File: src/rtl/hls_perf_pkg.sv
// ============================================================================
// hls_perf_pkg : shared types and helpers for the HLS transaction monitor
// Rev 1.0
// ============================================================================
`default_nettype none

package hls_perf_pkg;

  typedef enum logic [1:0] {
    IDLE      = 2'd0,
    BUSY      = 2'd1,
    WAIT_CONT = 2'd2
  } state_t;

  // Record layout for the default configuration; the RTL packs the same
  // field order into flat vectors so other widths work too.
  localparam int unsigned REC_CH_W  = 2;
  localparam int unsigned REC_CNT_W = 16;

  typedef struct packed {
    logic [REC_CH_W-1:0]  ch;
    logic [REC_CNT_W-1:0] lat;
    logic [REC_CNT_W-1:0] iter;
    logic                 sat;
  } rec_t;

  // Increment v by inc, holding at the all-ones value of a w-bit counter.
  function automatic logic [31:0] sat_inc(input logic [31:0] v, input logic inc,
                                          input int unsigned w);
    logic [31:0] maxv;
    maxv = (w >= 32) ? 32'hFFFF_FFFF : ((32'd1 << w) - 32'd1);
    return (inc && (v != maxv)) ? v + 32'd1 : v;
  endfunction

endpackage

`default_nettype wire

File: src/rtl/hls_perf_chan.sv
// ============================================================================
// hls_perf_chan : one channel's handshake FSM, counters and record hold
// Rev 1.0
// ============================================================================
`default_nettype none

module hls_perf_chan
  import hls_perf_pkg::*;
#(
  parameter int CNT_W = 16
) (
  input  logic               clk,
  input  logic               rst_n,
  input  logic               i_clear,
  input  logic               i_enable,
  input  logic               i_start,
  input  logic               i_done,
  input  logic               i_cont,
  input  logic               i_iter,
  input  logic               i_grant,
  output logic               o_hold_valid,
  output logic [2*CNT_W:0]   o_hold_rec,
  output logic [CNT_W-1:0]   o_txn,
  output logic               o_busy,
  output logic               o_overflow
);

  state_t             r_state, w_state_nxt;
  logic [CNT_W-1:0]   r_lat, r_iter, r_txn, w_lat_nxt, w_iter_nxt, w_lat_inc, w_iter_inc;
  logic               r_sat, w_sat_nxt, w_capture;
  logic               r_hold_full, r_ovf;
  logic [2*CNT_W:0]   r_hold;

  assign w_lat_inc  = CNT_W'(sat_inc(32'(r_lat), 1'b1, CNT_W));
  assign w_iter_inc = CNT_W'(sat_inc(32'(r_iter), i_iter, CNT_W));

  always_comb begin
    w_state_nxt = r_state;
    w_lat_nxt   = r_lat;
    w_iter_nxt  = r_iter;
    w_sat_nxt   = r_sat;
    w_capture   = 1'b0;
    case (r_state)
      IDLE: begin
        if (i_start && i_enable) begin
          w_lat_nxt  = CNT_W'(1);
          w_iter_nxt = CNT_W'(i_iter);
          w_sat_nxt  = 1'b0;
          if (i_done) begin
            w_capture   = 1'b1;
            w_state_nxt = i_cont ? IDLE : WAIT_CONT;
          end else begin
            w_state_nxt = BUSY;
          end
        end
      end
      BUSY: begin
        // sat flags an increment that could not be applied
        w_lat_nxt  = w_lat_inc;
        w_iter_nxt = w_iter_inc;
        w_sat_nxt  = r_sat | (&r_lat) | (i_iter & (&r_iter));
        if (i_done) begin
          w_capture   = 1'b1;
          w_state_nxt = i_cont ? IDLE : WAIT_CONT;
        end
      end
      WAIT_CONT: begin
        if (i_cont) w_state_nxt = IDLE;
      end
      default: w_state_nxt = IDLE;
    endcase
  end

  always_ff @(posedge clk or negedge rst_n) begin
    if (!rst_n) begin
      r_state     <= IDLE;
      r_lat       <= '0;
      r_iter      <= '0;
      r_sat       <= 1'b0;
      r_txn       <= '0;
      r_hold_full <= 1'b0;
      r_hold      <= '0;
      r_ovf       <= 1'b0;
    end else if (i_clear) begin
      r_state     <= IDLE;
      r_lat       <= '0;
      r_iter      <= '0;
      r_sat       <= 1'b0;
      r_txn       <= '0;
      r_hold_full <= 1'b0;
      r_hold      <= '0;
      r_ovf       <= 1'b0;
    end else begin
      r_state <= w_state_nxt;
      r_lat   <= w_lat_nxt;
      r_iter  <= w_iter_nxt;
      r_sat   <= w_sat_nxt;
      r_txn   <= CNT_W'(sat_inc(32'(r_txn), w_capture, CNT_W));
      // A hold being drained this cycle can take the new record in its place
      if (w_capture) begin
        if (r_hold_full && !i_grant) begin
          r_ovf <= 1'b1;
        end else begin
          r_hold      <= {w_lat_nxt, w_iter_nxt, w_sat_nxt};
          r_hold_full <= 1'b1;
        end
      end else if (i_grant) begin
        r_hold_full <= 1'b0;
      end
    end
  end

  assign o_hold_valid = r_hold_full;
  assign o_hold_rec   = r_hold;
  assign o_txn        = r_txn;
  assign o_busy       = (r_state != IDLE);
  assign o_overflow   = r_ovf;

endmodule

`default_nettype wire

File: src/rtl/hls_perf_monitor.sv
// ============================================================================
// hls_perf_monitor : N-channel HLS transaction monitor with record FIFO
// Rev 1.0
// ============================================================================
`default_nettype none

module hls_perf_monitor
  import hls_perf_pkg::*;
#(
  parameter  int NUM_CH = 4,
  parameter  int CNT_W  = 16,
  parameter  int DEPTH  = 8,
  localparam int CH_W   = (NUM_CH > 1) ? $clog2(NUM_CH) : 1,
  localparam int REC_W  = CH_W + 2*CNT_W + 1
) (
  input  logic                    ap_clk,
  input  logic                    ap_rst_n,
  input  logic                    enable,
  input  logic                    clear,
  input  logic [NUM_CH-1:0]       mon_start,
  input  logic [NUM_CH-1:0]       mon_done,
  input  logic [NUM_CH-1:0]       mon_continue,
  input  logic [NUM_CH-1:0]       mon_iter,
  output logic                    rec_valid,
  input  logic                    rec_ready,
  output logic [REC_W-1:0]        rec_data,
  output logic [NUM_CH*CNT_W-1:0] txn_count,
  output logic [NUM_CH-1:0]       busy,
  output logic [NUM_CH-1:0]       overflow
);

  localparam int AW = $clog2(DEPTH);

  logic [NUM_CH-1:0] w_req, w_grant;
  logic [2*CNT_W:0]  w_hold_rec [NUM_CH];
  logic [REC_W-1:0]  r_mem [DEPTH];
  logic [AW-1:0]     r_wr_ptr, r_rd_ptr;
  logic [AW:0]       r_count;
  logic [CH_W-1:0]   r_rr_ptr, w_gnt_idx;
  logic              w_push, w_pop, w_space;
  int                w_idx;

  for (genvar g = 0; g < NUM_CH; g++) begin : g_chan
    hls_perf_chan #(.CNT_W(CNT_W)) u_chan (
      .clk          (ap_clk),
      .rst_n        (ap_rst_n),
      .i_clear      (clear),
      .i_enable     (enable),
      .i_start      (mon_start[g]),
      .i_done       (mon_done[g]),
      .i_cont       (mon_continue[g]),
      .i_iter       (mon_iter[g]),
      .i_grant      (w_grant[g]),
      .o_hold_valid (w_req[g]),
      .o_hold_rec   (w_hold_rec[g]),
      .o_txn        (txn_count[g*CNT_W +: CNT_W]),
      .o_busy       (busy[g]),
      .o_overflow   (overflow[g])
    );
  end

  // Round-robin: scan from r_rr_ptr, grant the first full hold. Space is
  // judged on the pre-pop count so a same-cycle pop never enables a push.
  always_comb begin
    w_grant   = '0;
    w_gnt_idx = '0;
    w_push    = 1'b0;
    w_idx     = 0;
    w_space   = (r_count < (AW+1)'(DEPTH));
    for (int k = 0; k < NUM_CH; k++) begin
      w_idx = int'(r_rr_ptr) + k;
      if (w_idx >= NUM_CH) w_idx = w_idx - NUM_CH;
      if (!w_push && w_space && w_req[w_idx]) begin
        w_push         = 1'b1;
        w_grant[w_idx] = 1'b1;
        w_gnt_idx      = CH_W'(w_idx);
      end
    end
  end

  assign rec_valid = (r_count != '0);
  assign w_pop     = rec_valid && rec_ready;
  assign rec_data  = rec_valid ? r_mem[r_rd_ptr] : '0;

  always_ff @(posedge ap_clk) begin
    if (w_push) r_mem[r_wr_ptr] <= {w_gnt_idx, w_hold_rec[w_gnt_idx]};
  end

  always_ff @(posedge ap_clk or negedge ap_rst_n) begin
    if (!ap_rst_n) begin
      r_wr_ptr <= '0;
      r_rd_ptr <= '0;
      r_count  <= '0;
      r_rr_ptr <= '0;
    end else if (clear) begin
      r_wr_ptr <= '0;
      r_rd_ptr <= '0;
      r_count  <= '0;
      r_rr_ptr <= '0;
    end else begin
      if (w_push) begin
        r_wr_ptr <= r_wr_ptr + 1'b1;
        r_rr_ptr <= (w_gnt_idx == CH_W'(NUM_CH-1)) ? '0 : w_gnt_idx + 1'b1;
      end
      if (w_pop) r_rd_ptr <= r_rd_ptr + 1'b1;
      case ({w_push, w_pop})
        2'b10:   r_count <= r_count + 1'b1;
        2'b01:   r_count <= r_count - 1'b1;
        default: r_count <= r_count;
      endcase
    end
  end

endmodule

`default_nettype wire

File: config.mk
export PLATFORM = sky130hd
export DESIGN_NAME = hls_perf_monitor
export DESIGN_NICKNAME = d
export VERILOG_FILES = /design/src/rtl/hls_perf_pkg.sv /design/src/rtl/hls_perf_chan.sv /design/src/rtl/hls_perf_monitor.sv
export SDC_FILE = /design/constraint.sdc
export NUM_CORES = 1
export LEC_CHECK = 0
export ABC_AREA = 1
export CAP_MARGIN = 20
export CELL_PAD_IN_SITES_DETAIL_PLACEMENT = 2
export CELL_PAD_IN_SITES_GLOBAL_PLACEMENT = 2
export CORE_MARGIN = 10
export CORE_UTILIZATION = 35
export DETAILED_ROUTE_END_ITERATION = 12
export PLACE_DENSITY = 0.74
export SLEW_MARGIN = 20
export SYNTH_ARGS = -nofsm -noshare
export SYNTH_HDL_FRONTEND = slang
export SYNTH_SLANG_ARGS = --single-unit
export TNS_END_PERCENT = 10
File: constraint.sdc
create_clock -name ap_clk -period 3.35 [get_ports ap_clk]
set_input_delay 1.005 -clock ap_clk [delete_from_list [all_inputs] [get_ports ap_clk]]
set_output_delay 1.005 -clock ap_clk [all_outputs]
set_load 0.02 [all_outputs]
==> results.yml, run 1 <==
run_status:
  failed_checks: "setup timing"
  status: "finished with violations"
global_route:
  grt_pass1_vias: 30144
  grt_usage_pct: 23.20
  antenna_found_initial: 2
  grt_max_degree: 79
  overflow: 0
  grt_pass1_wl_um: 182500
cells_and_area:
  mostFrequentLayoutCell: "nand2_1"
  nets: 3797
  syn_to_final_growth_pct: 22.64
  final_cell_mix: "nand2_1 (798), nor2_1 (400), dfrtp_1 (353)"
  fin_util_pct: 43.37
  drive_above_1_share_pct: 12.06
cts:
  clk_pin_slew_worst_paths_ns: 0.06
  cts_inserted_buffers: 77
  clock_latency_ns: 0.65
  htree_levels: 3
  root_buffer: "clkbuf_16"
  cts_tree: "built"
  clk_path_buf_depth: 3
  cts_sinks: 636
synth:
  ys_types: 60
  yosys_warnings: 0
  syn_area_mm2: 0.03073
  async_flop_share_pct: 55.97
  syn_inst: 3521
  syn_area_per_cell_um2: 8.727
  yosysSeqAreaShare_pct: 56.35
  synth-edff-count: 280
  synth_ff_type: "dfrtp_1"
  ys_ff_latch: 636
  synthesis.nets: 3567
power:
  leakagePower_nw: 16.07
  ir_drop_v: 0.0006451
  p_per_area_mw_per_mm2: 827.7
  power_w: 0.03119
detailed_routing:
  remaining_drc_errors: 0
  antenna_left: 0
  drt-initial-drc-count: 1888
  avgViaCountPerCell: 5.414
  drtPass1Iterations: 5
  vias: 26911
  routedWlPerCell_um: 23.67
  wl_um: 117700
placed_design:
  hpwl_um: 78300
  place.gp.congestion: 0.8290
  port_buffers: 128
setup_path:
  crit_slowest_cell: "dfrtp_4"
  path_class: "flip-flop to output port"
  end_kind: "output port"
  cp_max_fo: 14
  path_common_cell: "o21ai_0"
  required_ns: 2.34
  start_kind: "flip-flop"
  arrival_ns: 2.55
  reg2reg_slack_ns: -0.12
  path_cells: "buf_12 -> clkinv_16 -> buf_8 -> o21ai_0 -> o22ai_1 -> o21ai_0 -> a31oi_1 -> buf_4"
  cpPeakStageDelay_ns: 0.50
sta:
  fmax_mhz: 281.5
  tightestPinTransition_ns: 1.120
  layout_min_cycle_time_ns: 3.553
  hold_viol: 0
  finClkSkew_ns: 0.02494
  rsz0062_at_grt: "true"
  finalHoldWorstSlack_ns: 0.2706
  setup_violations: 36
  relSlewSlack_pct: 24.82
  maxSlewViolCount: 0
  fin_tns_setup_ns: -3.251
  setup_slack_ns: -0.2028
  period_share_pct: 106.1
die:
  fp.dieH_um: 316.3
  die_x_um: 316.3
  ioPinCount: 129
  coreArea_mm2: 0.08689
  rows: 108
  initial_utilization_pct: 35.37
  die_area_mm2: 0.1001
min_path:
  hold_class: "primary input to asynchronous set/reset pin"
flow_run:
  drv_cap: 0
-- sequential cells by signal (all words and copies together) (netlist names) --
signal	count
r_wr_ptr	3
r_rr_ptr	2
g_chan.u_chan.r_state	8
g_chan.u_chan.o_txn	64
g_chan.u_chan.o_hold_valid	4
g_chan.u_chan.o_overflow	4
r_mem	280
g_chan.u_chan.r_lat	64
g_chan.u_chan.o_hold_rec	132
r_count	4
r_rd_ptr	3
g_chan.u_chan.r_iter	64
g_chan.u_chan.r_sat	4
-- layer usage --
| layer | global-route usage [%] | up-vias | wire (µm) |
|---|---|---|---|
| li1 | - | 12259 | - |
| met1 | 29.47 | 14017 | 51560 |
| met2 | 41.23 | 484 | 59810 |
| met3 | 2.578 | 151 | 3660 |
| met4 | 6.724 | 0 | 2637 |
| met5 | 0 | - | 0 |
-- power by group --
part | internal (W) | switching [W]
Combinational | 0.00380 | 0.00801
Clock | 0.00527 | 0.00372
Sequential | 0.00999 | 0.000403
Total | 0.0191 | 0.0121
-- cell usage after synthesis, types with 45 or more instances --
cell type / n / area (µm²)
o21ai_0: 338 / 1692
a21oi_1: 127 / 635.6
nor2_1: 413 / 1550
nand4_1: 46 / 287.8
nor3_1: 66 / 330.3
nand2_1: 799 / 2999
inv_1: 331 / 1242
nand3_1: 273 / 1366
clkbuf_1: 86 / 322.8
o21ai_1: 45 / 225.2
dfrtp_1: 356 / 8909
edfxtp_1: 280 / 8408
-- cell families (layout without fill, tap and decap cells) --
logic type | Yosys count | in the layout | share of synthesized area, %
buffers and inverters | 504 | 797 | 6.954
flip-flops | 636 | 636 | 56.35
AND/OR/NAND/NOR | 1664 | 1664 | 22.94
other | 0 | 2 | 0
XOR/XNOR | 23 | 23 | 0.6556
adder cells (fa/ha/maj) | 25 | 25 | 1.018
AO/OA/AOI/OAI | 669 | 669 | 12.08
-- worst paths after layout --
path                                                      start                         endpoint  depth (start not counted)
worst max-delay path                                r_rd_ptr[0]                      rec_data[5]                          8
worst min-delay path                                   ap_rst_n       g_chan[2].u_chan.o_txn[15]                          1
worst max register to register                      r_rr_ptr[0]                     r_mem[3][31]                         12
worst min register to register  g_chan[2].u_chan.o_hold_rec[19]  g_chan[2].u_chan.o_hold_rec[19]                          2
max in group asynchronous                              ap_rst_n  g_chan[1].u_chan.o_hold_rec[26]                          2
min in group ap_clk             g_chan[2].u_chan.o_hold_rec[19]  g_chan[2].u_chan.o_hold_rec[19]                          2
-- layout make-up --
class	instances	area (µm²)
fill	9439	49200
sequential	636	17320
multi-input combinational	2381	11480
timing repair buffer	309	3400
clock buffer	102	2141
tap	1155	1445
inverter	346	1338
clock inverter	40	559.3
antenna	2	5.005
-- repair_timing --
item                                    CTS  global route
hold buffers                              0             0
pin swaps                                25            11
cloned                                   12             2
endpoints found under the setup margin   38           162
setup buffers                             9             4
resized for setup                       287            35
-- worst max-delay path, delay by kind of cell (launching register included) --
kind            cells  cell delay [ns]
flops               1             0.50
compound gates      4             0.77
buf+inv             4             0.62
-- through the flow --
step                std cells  cell area [µm²]  setup slack [ns]
floorplan                3521            30730            0.2019
global placement         4802            34220            0.1001
detailed placement       4802            34220          -0.02501
CTS                      4964            37550          -0.09568
global route             4970            37680           -0.2756
finish                   4971            37690           -0.2028
Power figures use the tool's default switching activity.
==> inputs of run 2 (changes only) <==
- CELL_PAD_IN_SITES_DETAIL_PLACEMENT: 2 -> not set
- CELL_PAD_IN_SITES_GLOBAL_PLACEMENT: 2 -> not set
- CORE_UTILIZATION: 35 -> 40
- CTS_CLUSTER_DIAMETER: not set -> 40
- PLACE_DENSITY: 0.74 -> 0.56
==> results.yml, run 2 (synthesis gave the netlist of run 1 again) <==
cells_and_area:
  nets: 3779
  mostFrequentLayoutCell: "nand2_1"
  syn_to_final_growth_pct: 23.52
  regArea_mm2: 0.01732
  final_cell_mix: "nand2_1 (798), nor2_1 (410), dfrtp_1 (353)"
  drive_above_1_share_pct: 11.95
  largest-register: "r_mem"
  largest_register_ffs: 280
  fill_cells: 7112
  multi_input_area_mm2: 0.01137
die:
  rows: 101
  initial_utilization_pct: 40.39
  die_area_mm2: 0.08831
  die_x_um: 297.2
  coreArea_mm2: 0.07608
  ioPinCount: 129
  fp.dieH_um: 297.2
detailed_routing:
  remaining_drc_errors: 0
  vias: 24986
  drtPass1Iterations: 8
  antenna_left: 0
  routedWlPerCell_um: 17.87
  wl_um: 86830
  drt-initial-drc-count: 1996
  avgViaCountPerCell: 5.142
sta:
  rsz0062_at_grt: "true"
  setup_slack_ns: -0.01460
  finClkSkew_ns: 0.05245
  relSlewSlack_pct: 36.21
  fmax_mhz: 297.2
  maxSlewViolCount: 0
  fin_tns_setup_ns: -0.03004
  tightestPinTransition_ns: 0.9505
  period_share_pct: 100.4
  setup_violations: 3
  layout_min_cycle_time_ns: 3.365
  hold_viol: 0
placed_design:
  place.gp.congestion: 0.8680
  port_buffers: 128
  hpwl_um: 57100
  pre_cts_ws_ns: 0.01171
setup_path:
  cp_max_fo: 8
  cpPeakStageDelay_ns: 0.56
  worstRegToRegCells: 14
  arrival_ns: 2.36
  start_kind: "flip-flop"
  path_common_cell: "buf_4"
  reg2reg_slack_ns: 0.24
  end_kind: "output port"
  path_buf_inv: 4
  reg2reg_to: "r_mem[5][25]"
  required_ns: 2.34
  crit_family: "buffers and inverters"
  path_cells: "clkinv_8 -> buf_4 -> buf_16 -> nor2_1 -> o22ai_1 -> o21ai_1 -> a31oi_2 -> buf_4"
  crit_slowest_cell: "dfrtp_4"
  path_class: "flip-flop to output port"
  worstReg2RegStart: "r_rr_ptr[0]"
power:
  p_switching_w: 0.01127
  p_int_w: 0.02033
  p_per_area_mw_per_mm2: 832.6
  ir_drop_v: 0.0004743
  leakagePower_nw: 16.25
  power_frac_seq_pct: 32.5
  swShare_pct: 35.67
  clkPwrFrac_pct: 35.4
  p_comb_share_pct: 32.1
min_path:
  hold_class: "primary input to asynchronous set/reset pin"
global_route:
  overflow: 0
  grt_pass1_wl_um: 137400
  grt_usage_pct: 19.20
  grt_max_degree: 69
  grt_pass1_vias: 23947
  antenna_found_initial: 2
cts:
  htree_levels: 3
  cts_inserted_buffers: 103
  clock_latency_ns: 0.66
  clk_pin_slew_worst_paths_ns: 0.06
  cts_tree: "built"
  hold_buffers: 0
  clk_path_buf_depth: 3
  cts_sinks: 636
  root_buffer: "clkbuf_16"
flow_run:
  drv_cap: 0
run_status:
  failed_checks: "setup timing"
  status: "finished with violations"
[run 2: changes by cell type in the layout (fill, tap and decap cells not counted), moves of 11 or more]
cell	delta
clkinv_4	+14
inv_6	+19
o21ai_0	+21
o21ai_2	-11
clkbuf_16	+31
buf_4	-30
[run 2: stage by stage]
stage	std cells	total power (W)	hold WS (ns)	util, %	cell area [µm²]
after global placement	4639	0.02008	0.4622	44.42	33790
after CTS	4849	0.03169	0.3224	49.67	37790
final	4859	0.03160	0.3150	49.89	37960
after floorplan	3521	0.01600	0.4529	-	30730
after global routing	4855	0.03321	0.3337	49.88	37950
after detailed placement	4639	0.02012	0.4723	44.42	33790
[run 2: worst max-delay path by stage]
stage,startpoint,depth (start not counted),endpoint,slack [ns]
finish,r_rd_ptr[0],8,rec_data[5],-0.01
global route,r_rd_ptr[0],7,rec_data[0],-0.13
CTS,r_rd_ptr[0],7,rec_data[30],-0.10
detailed placement,enable,16,g_chan[1].u_chan.o_txn[14],0.01
global placement,enable,16,g_chan[1].u_chan.o_txn[14],0.06
floorplan,r_rr_ptr[0],13,r_mem[0][0],0.20
[run 2: timing repair]
item	in CTS	in global routing
setup buffers	7	3
resized for setup	180	51
endpoints found under the setup margin	35	45
pin swaps	4	7
gates cloned	7	3
[run 2: power groups by stage]
stage | clock network, W | registers (W) | logic (W)
after floorplan | 0 | 0.0103 | 0.00565
after global placement | 0 | 0.0104 | 0.00969
after detailed placement | 0 | 0.0104 | 0.00972
after CTS | 0.0114 | 0.0103 | 0.0100
after global routing | 0.0118 | 0.0104 | 0.0111
final | 0.0112 | 0.0103 | 0.0101
[run 2: metal layers]
metal	vias to the layer above	wire length [µm]	global-route usage [%]
met3	135	4051	2.524
met2	630	40000	30.48
met1	11906	40580	26.88
li1	12313	-	-
met4	2	2197	6.299
met5	-	9	0
[run 2: final cells by class]
type,count,share of cell area [%]
diodes,5,0.03296
clock buffers,114,7.176
clock inverters,82,2.667
inverters,346,3.488
multi-input cells,2381,29.94
flip-flops and latches,636,45.64
well taps,1030,3.395
repair buffers,265,7.658
